## src/rtl/memory_access_unit_if.sv

```systemverilog
// memory_access_unit_if: request/ready data-memory bus between the MEM-stage access unit and data memory
interface memory_access_unit_if;
    logic        DataMem_Read;
    logic [3:0]  DataMem_Write;
    logic [29:0] DataMem_Address;
    logic [31:0] DataMem_Out;
    logic [31:0] DataMem_In;
    logic        DataMem_Ready;

    modport master (
        output DataMem_Read, DataMem_Write, DataMem_Address, DataMem_Out,
        input  DataMem_In, DataMem_Ready
    );

    modport slave (
        input  DataMem_Read, DataMem_Write, DataMem_Address, DataMem_Out,
        output DataMem_In, DataMem_Ready
    );
endinterface

```

## src/rtl/memory_access_unit.sv

```systemverilog
// memory_access_unit: MEM-stage data access with alignment checks, byte-lane/endian steering,
// LL/SC link tracking and a request/ready handshake that stalls the pipeline while outstanding.
module memory_access_unit (
    input  logic        clock,
    input  logic        reset,
    input  logic        M_MemRead,
    input  logic        M_MemWrite,
    input  logic        M_MemByte,
    input  logic        M_MemHalf,
    input  logic        M_MemSignExtend,
    input  logic        M_LLSC,
    input  logic        M_ReverseEndian,
    input  logic [31:0] M_ALU_Result,
    input  logic [31:0] M_ReadData2,
    input  logic        M_Flush,
    input  logic        M_ClearLink,
    input  logic        M_Stall_Ext,
    memory_access_unit_if.master dmem,
    output logic [31:0] M_ReadData,
    output logic        M_Stall_Mem,
    output logic        M_AdEL,
    output logic        M_AdES
);
    typedef enum logic [1:0] {S_IDLE, S_WAIT, S_DONE} state_t;
    typedef struct packed {
        logic        rd;
        logic        wr;
        logic        llsc;
        logic        sz_b;
        logic        sz_h;
        logic        sext;
        logic [1:0]  o;
        logic [3:0]  we;
        logic [29:0] addr;
        logic [31:0] dout;
    } acc_t;

    state_t      state, state_nx;
    acc_t        live, acc_q, cur;
    logic        link, sz_w, misaligned, sc_fail, valid, req, done_now;
    logic [7:0]  lane_b;
    logic [15:0] lane_h;
    logic [31:0] load_v, result, hold_reg;

    always_comb begin
        sz_w       = ~M_MemByte & ~M_MemHalf;
        misaligned = (M_MemHalf & ~M_MemByte & M_ALU_Result[0]) | (sz_w & |M_ALU_Result[1:0]);
        sc_fail    = M_LLSC & M_MemWrite & ~link;
        valid      = (M_MemRead | M_MemWrite) & ~misaligned & ~M_Flush & ~sc_fail;
        live       = '0;
        live.rd    = M_MemRead & valid;
        live.wr    = M_MemWrite & valid;
        live.llsc  = M_LLSC;
        live.sz_b  = M_MemByte;
        live.sz_h  = M_MemHalf & ~M_MemByte;
        live.sext  = M_MemSignExtend;
        live.o     = M_ALU_Result[1:0] ^ (M_MemByte ? {2{M_ReverseEndian}} :
                                          M_MemHalf ? {M_ReverseEndian, 1'b0} : 2'b00);
        live.we    = M_MemByte ? 4'b1000 >> live.o : M_MemHalf ? (live.o[1] ? 4'b0011 : 4'b1100) : 4'b1111;
        live.addr  = M_ALU_Result[31:2];
        live.dout  = M_MemByte ? {4{M_ReadData2[7:0]}} : M_MemHalf ? {2{M_ReadData2[15:0]}} : M_ReadData2;
    end

    // WAIT runs from the snapshot taken at issue, so a late flush or input change cannot disturb it
    assign cur      = (state == S_WAIT) ? acc_q : live;
    assign req      = reset & ((state == S_WAIT) | ((state == S_IDLE) & valid));
    assign done_now = req & dmem.DataMem_Ready;

    always_comb begin
        lane_b = dmem.DataMem_In[{~cur.o, 3'b000} +: 8];
        lane_h = cur.o[1] ? dmem.DataMem_In[15:0] : dmem.DataMem_In[31:16];
        load_v = cur.sz_b ? {{24{cur.sext & lane_b[7]}}, lane_b} :
                 cur.sz_h ? {{16{cur.sext & lane_h[15]}}, lane_h} : dmem.DataMem_In;
        result = cur.rd ? load_v : cur.llsc ? {31'b0, cur.wr} : 32'b0;
    end

    always_ff @(posedge clock or negedge reset) begin
        if (!reset) state <= S_IDLE;
        else        state <= state_nx;
    end

    always_ff @(posedge clock or negedge reset) begin
        if (!reset) begin
            acc_q    <= '0;
            hold_reg <= '0;
            link     <= 1'b0;
        end else begin
            if (state == S_IDLE) acc_q <= live;
            if (done_now) hold_reg <= result;
            if (M_ClearLink) link <= 1'b0;
            else if (done_now & cur.llsc) link <= cur.rd;
        end
    end

    always_comb begin
        state_nx = state;
        case (state)
            S_IDLE:  if (valid) state_nx = !dmem.DataMem_Ready ? S_WAIT : M_Stall_Ext ? S_DONE : S_IDLE;
            S_WAIT:  if (dmem.DataMem_Ready) state_nx = M_Stall_Ext ? S_DONE : S_IDLE;
            S_DONE:  if (!M_Stall_Ext) state_nx = S_IDLE;
            default: state_nx = S_IDLE;
        endcase
    end

    // stall drops in the completion cycle so the held instruction advances without re-issuing
    always_comb begin
        dmem.DataMem_Read    = req & cur.rd;
        dmem.DataMem_Write   = (req & cur.wr) ? cur.we : 4'b0000;
        dmem.DataMem_Address = cur.addr;
        dmem.DataMem_Out     = cur.dout;
        M_ReadData           = (state == S_DONE) ? hold_reg : result;
        M_Stall_Mem          = req & ~dmem.DataMem_Ready;
        M_AdEL               = M_MemRead & misaligned;
        M_AdES               = M_MemWrite & misaligned;
    end
endmodule
```

## src/flat_wrapper.sv

```systemverilog
// flat-port wrapper written by rule: the top's interface ports become plain ports
module memory_access_unit_flat 
  (clock, reset, M_MemRead, M_MemWrite, M_MemByte, M_MemHalf, M_MemSignExtend, M_LLSC, M_ReverseEndian, M_ALU_Result, M_ReadData2, M_Flush, M_ClearLink, M_Stall_Ext, M_ReadData, M_Stall_Mem, M_AdEL, M_AdES, dmem_DataMem_Read, dmem_DataMem_Write, dmem_DataMem_Address, dmem_DataMem_Out, dmem_DataMem_In, dmem_DataMem_Ready);
  memory_access_unit_if dmem_i ();
  input  logic clock;
  input  logic reset;
  input  logic M_MemRead;
  input  logic M_MemWrite;
  input  logic M_MemByte;
  input  logic M_MemHalf;
  input  logic M_MemSignExtend;
  input  logic M_LLSC;
  input  logic M_ReverseEndian;
  input  logic [31:0] M_ALU_Result;
  input  logic [31:0] M_ReadData2;
  input  logic M_Flush;
  input  logic M_ClearLink;
  input  logic M_Stall_Ext;
  output logic [31:0] M_ReadData;
  output logic M_Stall_Mem;
  output logic M_AdEL;
  output logic M_AdES;
  output wire logic [$bits(dmem_i.DataMem_Read)-1:0] dmem_DataMem_Read;
  output wire logic [$bits(dmem_i.DataMem_Write)-1:0] dmem_DataMem_Write;
  output wire logic [$bits(dmem_i.DataMem_Address)-1:0] dmem_DataMem_Address;
  output wire logic [$bits(dmem_i.DataMem_Out)-1:0] dmem_DataMem_Out;
  input wire logic [$bits(dmem_i.DataMem_In)-1:0] dmem_DataMem_In;
  input wire logic [$bits(dmem_i.DataMem_Ready)-1:0] dmem_DataMem_Ready;
  assign dmem_DataMem_Read = dmem_i.DataMem_Read;
  assign dmem_DataMem_Write = dmem_i.DataMem_Write;
  assign dmem_DataMem_Address = dmem_i.DataMem_Address;
  assign dmem_DataMem_Out = dmem_i.DataMem_Out;
  assign dmem_i.DataMem_In = dmem_DataMem_In;
  assign dmem_i.DataMem_Ready = dmem_DataMem_Ready;
  memory_access_unit u_core (.clock(clock), .reset(reset), .M_MemRead(M_MemRead), .M_MemWrite(M_MemWrite), .M_MemByte(M_MemByte), .M_MemHalf(M_MemHalf), .M_MemSignExtend(M_MemSignExtend), .M_LLSC(M_LLSC), .M_ReverseEndian(M_ReverseEndian), .M_ALU_Result(M_ALU_Result), .M_ReadData2(M_ReadData2), .M_Flush(M_Flush), .M_ClearLink(M_ClearLink), .M_Stall_Ext(M_Stall_Ext), .dmem(dmem_i), .M_ReadData(M_ReadData), .M_Stall_Mem(M_Stall_Mem), .M_AdEL(M_AdEL), .M_AdES(M_AdES));
endmodule
```

## config.mk

```make
export PLATFORM = sky130hd
export DESIGN_NAME = memory_access_unit_flat
export DESIGN_NICKNAME = d
export VERILOG_FILES = /design/src/rtl/memory_access_unit_if.sv /design/src/rtl/memory_access_unit.sv /design/src/flat_wrapper.sv
export SDC_FILE = /design/constraint.sdc
export NUM_CORES = 1
export LEC_CHECK = 0
export ABC_AREA = 0
export CAP_MARGIN = 20
export CORE_UTILIZATION = 55
export CTS_CLUSTER_DIAMETER = 50
export CTS_CLUSTER_SIZE = 30
export DETAILED_ROUTE_END_ITERATION = 8
export DONT_BUFFER_PORTS = 1
export PLACE_DENSITY_LB_ADDON = 0.2
export SLEW_MARGIN = 20
export SYNTH_ARGS = -nofsm -noshare
export SYNTH_HDL_FRONTEND = slang
export SYNTH_SLANG_ARGS = --single-unit
export TNS_END_PERCENT = 30
```

## constraint.sdc

```tcl
create_clock -name clock -period 3.3 [get_ports clock]
set_input_delay 0.66 -clock clock [delete_from_list [all_inputs] [get_ports clock]]
set_output_delay 0.66 -clock clock [all_outputs]
set_load 0.01 [all_outputs]
```

### Word level (Yosys, flattened, before mapping)

Cells that the tools add are included.
Widths: inputs -> output; s select.

* bits of input ports: 109
* word-level logic and storage cells: 81
* output and inout port bits: 102
* flip-flop bits (word level): 109

* equality and inequality tests: 5
* shift operators: 2
* mux-type cells: 23
* bitwise logic cells: 34
* reductions and logical operators: 4

Operator list (count)
* $mux 32: 6
* $mux 74: 1
* $shiftx 32x6->8: 1
* $and 1x1->1: 22
* $mux 16: 1
* $mux 4: 4
* $mux 2: 7
* $not 1->1: 7
* $pmux 2 s3: 1
* $ne 2x2->1 const B: 2
* $shr 4x2->4 const A: 1
* $mux 1: 3
* $or 1x1->1: 3
* $reduce_and 3->1: 1
* $eq 2x1->1 const B: 1
* $eq 2x2->1 const B: 1
* $logic_not 2->1: 1
* $ne 2x1->1 const B: 1
* $not 2->2: 1
* $reduce_bool 2->1: 1
* $reduce_or 2->1: 1
* $xor 2x2->2: 1

### Depth between registers and ports, before layout

* depth in word-level cells: 16
* mapped depth: 11
* mapped depth without buffers: 6

### Least setup slack after synthesis

OpenSTA, ideal clock, no wires.

* path type: input to output
* start point: input port M_ALU_Result[0]
* end point: output port M_ReadData[15]
* arrival: 2.605 ns
* path buffers: 3
* stages: 9
* slack: 0.035 ns
* required time: 2.640 ns
* path through: buf_4 nand3b_1 a31oi_4 mux2_4 a221o_1 buf_6 and2_4 buf_6 a22o_1

* cells in the longest elaborated chain, start to end: 11
* elaborated cells between the ends (all ways): 17
* classes of those cells: shift: 1; mux: 4; bitwise: 11; reduce/logical: 1

Ends and longest elaborated chain
* start, declared: line flat_wrapper.sv:14 `input logic [31:0] M_ALU_Result;`
* $reduce_or 2->1: line memory_access_unit.sv:47 `misaligned = (M_MemHalf & ~M_MemByte & M_ALU_Result[0]) | (sz_w & |M_ALU_Result[1:0]);`
* $and 1x1->1: line memory_access_unit.sv:47
* $or 1x1->1: line memory_access_unit.sv:47
* $not 1->1: line memory_access_unit.sv:49 `valid = (M_MemRead | M_MemWrite) & ~misaligned & ~M_Flush & ~sc_fail;`
* $and 1x1->1 (3 in series): line memory_access_unit.sv:49
* $and 1x1->1: line memory_access_unit.sv:51 `live.rd = M_MemRead & valid;`
* $mux 74 (*): line memory_access_unit.sv:65 `assign cur = (state == S_WAIT) ? acc_q : live;`
* $mux 32 (*): line memory_access_unit.sv:74 `result = cur.rd ? load_v : cur.llsc ? {31'b0, cur.wr} : 32'b0;`
* $mux 32 (*): line memory_access_unit.sv:111 `M_ReadData = (state == S_DONE) ? hold_reg : result;`
* end, declared: line flat_wrapper.sv:19 `output logic [31:0] M_ReadData;`

Mark *: on every way between the ends. The rest lies on a longest branch, timed or not.

### Worst setup path in the final report

* start point: register u_core.state[1]
* end point: output port M_ReadData[8]

* cells in the longest elaborated chain, start to end: 8
* elaborated cells between the ends (all ways): 11
* classes of those cells: eq/ne: 2; shift: 1; mux: 6; bitwise: 2

Ends and longest elaborated chain
* start, declared: line memory_access_unit.sv:38 `state_t state, state_nx;`
* start signal, assigned: line memory_access_unit.sv:79 `else state <= state_nx;`
* $eq 2x1->1: line memory_access_unit.sv:65
* $mux 74: line memory_access_unit.sv:65
* $not 2->2: line memory_access_unit.sv:70 `lane_b = dmem.DataMem_In[{~cur.o, 3'b000} +: 8];`
* $shiftx 32x6->8: line memory_access_unit.sv:70
* $and 1x1->1: line memory_access_unit.sv:72 `load_v = cur.sz_b ? {{24{cur.sext & lane_b[7]}}, lane_b} :`
* $mux 32: line memory_access_unit.sv:72
* $mux 32: line memory_access_unit.sv:74
* $mux 32 (*): line memory_access_unit.sv:111

Marked as above.

==> results.json <==
{
  "clockBufferDepth": 2,
  "gp_congestion": 0.9345,
  "synth_area_um2": 6749,
  "tritoncts": "done",
  "grt_antenna_before_repair": 0,
  "vias": 6141,
  "finalCritPeriodShare": 0.9768,
  "grt_max_degree": 105,
  "crit_required_ns": 2.64,
  "drt_iter0_markers": 485,
  "final_common_cell": "nand2_1",
  "fin_nets": 974,
  "max-slew-margin-rel": 0.3206,
  "postRouteAntennaNets": 0,
  "insertion_delay_ns": 0.35,
  "drive_gt1_frac": 0.1126,
  "critical-path-top-delay-family": "simple AND/OR/NAND/NOR gates",
  "syn_nets": 985,
  "cp-start-kind": "flop",
  "die_h_um": 112.8,
  "diodes": 0,
  "synth_top_area_cell": "dfrtp_1",
  "vdd_drop_max_mv": 0.3075,
  "largest_register_ffs": 74,
  "die_w_um": 112.8,
  "period_needed_ns": 3.223,
  "dr.pass1.iters": 5,
  "final_max_slew_viol_count": 0,
  "coreArea_um2": 11960,
  "layout_common_cells": "nand2_1 (342), dfrtp_1 (109), o21ai_0 (64)",
  "ys.flop_type": "dfrtp_1",
  "hp-class": "in2async",
  "htree_num_levels": 3,
  "worstSetupPathType": "reg2out",
  "p_leak_nw": 3.581,
  "initial_utilization": 0.5642,
  "worstReg2RegStart": "u_core.state[1]",
  "fmax_mhz": 310.2,
  "grt_usage": 0.2917,
  "path_cells": "and2b_4 -> buf_4 -> mux2i_2 -> buf_4 -> a221o_1 -> and2_4 -> a22o_1",
  "whs_ns": 0.2046,
  "grt_overflow": 0,
  "place_hpwl_um": 12860,
  "pin_count": 211,
  "wl_per_cell_um": 18.24,
  "routed_wirelength_um": 18550,
  "cts.sinks": 109,
  "path_max_fanout": 15,
  "slowest_stage": "dfrtp_1",
  "numCtsBuffers": 9,
  "arrival_ns": 2.56,
  "yosysTopAreaCellShare": 0.4042,
  "async_flop_share": 1.000,
  "cts-root-buf": "clkbuf_16",
  "synth_edf_count": 0,
  "synthTopCellsByArea": "dfrtp_1 (40%), nand2_1 (19%), o21ai_0 (4.7%)",
  "cp_common_cell": "buf_4",
  "clock_skew_ns": 0.008763,
  "yosysSeqAreaShare": 0.4042,
  "grt_pass1_wl_um": 29130,
  "netlist_instances": 876,
  "setup_viol": 0,
  "ys_seq_elements": 109,
  "syn_avg_cell_area_um2": 7.704,
  "port_buffers": 0,
  "end_kind": "output port",
  "cp-startpoint": "u_core.state[1]",
  "clk_pin_slew_ns": 0.07,
  "dieArea_um2": 12720,
  "grt_pass1_vias": 5734,
  "utilization": 0.6076,
  "drv_cap": 0,
  "rows": 40,
  "p_per_area_nw_per_um2": 485.0,
  "synth-warning-count": 0,
  "area_delta_synth_final_pct": 7.694,
  "tightestPinTransition_ns": 1.019,
  "drc": 0,
  "hold_viol": 0,
  "status": "complete, no violations",
  "yosysUniqueCellTypes": 52,
  "path_buf_inv": 2,
  "vias_per_cell": 6.038,
  "worst_path_largest_cell_delay_ns": 0.44
}
-- metal layers --
| metal | vias to the layer above | GRT usage | wire length [um] |
|---|---|---|---|
| li1 | 2943 | - | - |
| met1 | 2918 | 0.3757 | 7745 |
| met2 | 248 | 0.4687 | 8644 |
| met3 | 32 | 0.07070 | 1638 |
| met4 | 0 | 0.1298 | 519 |
| met5 | - | 0 | 0 |
-- synthesized netlist by cell type (2+ instances only) --
cell type,instances
nand2_1,342
a22o_1,8
a211o_1,17
a41oi_1,2
buf_6,6
nor3_1,14
mux2i_2,3
o211ai_2,13
buf_2,7
and2_1,2
buf_1,2
nor2b_1,5
a32o_1,10
o22ai_1,7
mux2i_1,29
inv_1,4
mux2_2,9
clkbuf_1,44
o211ai_1,9
a211oi_1,9
mux2_4,3
nand2b_1,4
or2_2,2
buf_4,6
nand3_1,4
dfrtp_1,109
a21oi_1,56
nor2_1,63
o21ai_0,64
-- worst reg2reg max path: cells and delay by family (launching register included) --
family | cells | cell delay (ns)
buf+inv | 2 | 0.50
mux | 1 | 0.32
compound gates | 2 | 0.49
flops | 1 | 0.44
simple gates | 2 | 0.95
-- kinds of logic (layout without fill, tap and decap cells) --
group,count (synthesis),after routing,share of synthesized area
compound gates,207,207,0.2076
xor+xnor,2,2,0.002596
buf+inv,69,63,0.04968
flops,109,109,0.4042
mux,44,44,0.07082
simple gates,445,445,0.2651
-- timing repair --
| action | 4_1_cts | 5_1_grt |
|---|---|---|
| buffers inserted | 0 | 4 |
| setup endpoints to repair | 16 | 13 |
| pin swaps | 0 | 0 |
| hold buffers | 2 | 0 |
| endpoints found under the hold margin | 101 | 0 |
| gates resized for setup | 2 | 3 |
-- area by class of cell --
type                       count  area [um^2]
clock buffer                  12        246.5
clock inverter                 4        23.77
fill                        1094         4693
inverter                       4        15.01
multi-input combinational    698         3722
sequential                   109         2728
tap                          147        183.9
timing repair buffer          43        349.1
-- final timing paths --
path                            cells past startpoint  slack (ns)                  end
worst max-delay path                                7        0.08        M_ReadData[8]
worst min-delay path                                1        0.20  u_core.hold_reg[21]
worst max register to register                      7        0.57  u_core.hold_reg[23]
worst min register to register                      2        0.48     u_core.acc_q[45]
max in group asynchronous                           1        2.15   u_core.hold_reg[3]
min in group clock                                  1        0.37          u_core.link
-- metrics by stage --
| stage | cells | instance area [um^2] | power [mW] | TNS [ns] | worst slack (ns) |
|---|---|---|---|---|---|
| floorplan | 876 | 6749 | 2.316 | 0 | 0.03542 |
| global placement | 995 | 6904 | 2.460 | 0 | 0.2114 |
| detailed placement | 995 | 6904 | 2.491 | 0 | 0.1855 |
| CTS | 1013 | 7217 | 3.535 | 0 | 0.02961 |
| global route | 1017 | 7268 | 3.722 | -0.02431 | -0.01325 |
| finish | 1017 | 7268 | 3.525 | 0 | 0.07664 |
-- where the power goes --
part / leakage [nW] / switching [mW] / internal [mW]
registers: 1.37 / 0.106 / 1.52
logic: 2.08 / 0.575 / 0.310
clock network: 0.136 / 0.482 / 0.531
(Power assumes the default switching activity.)
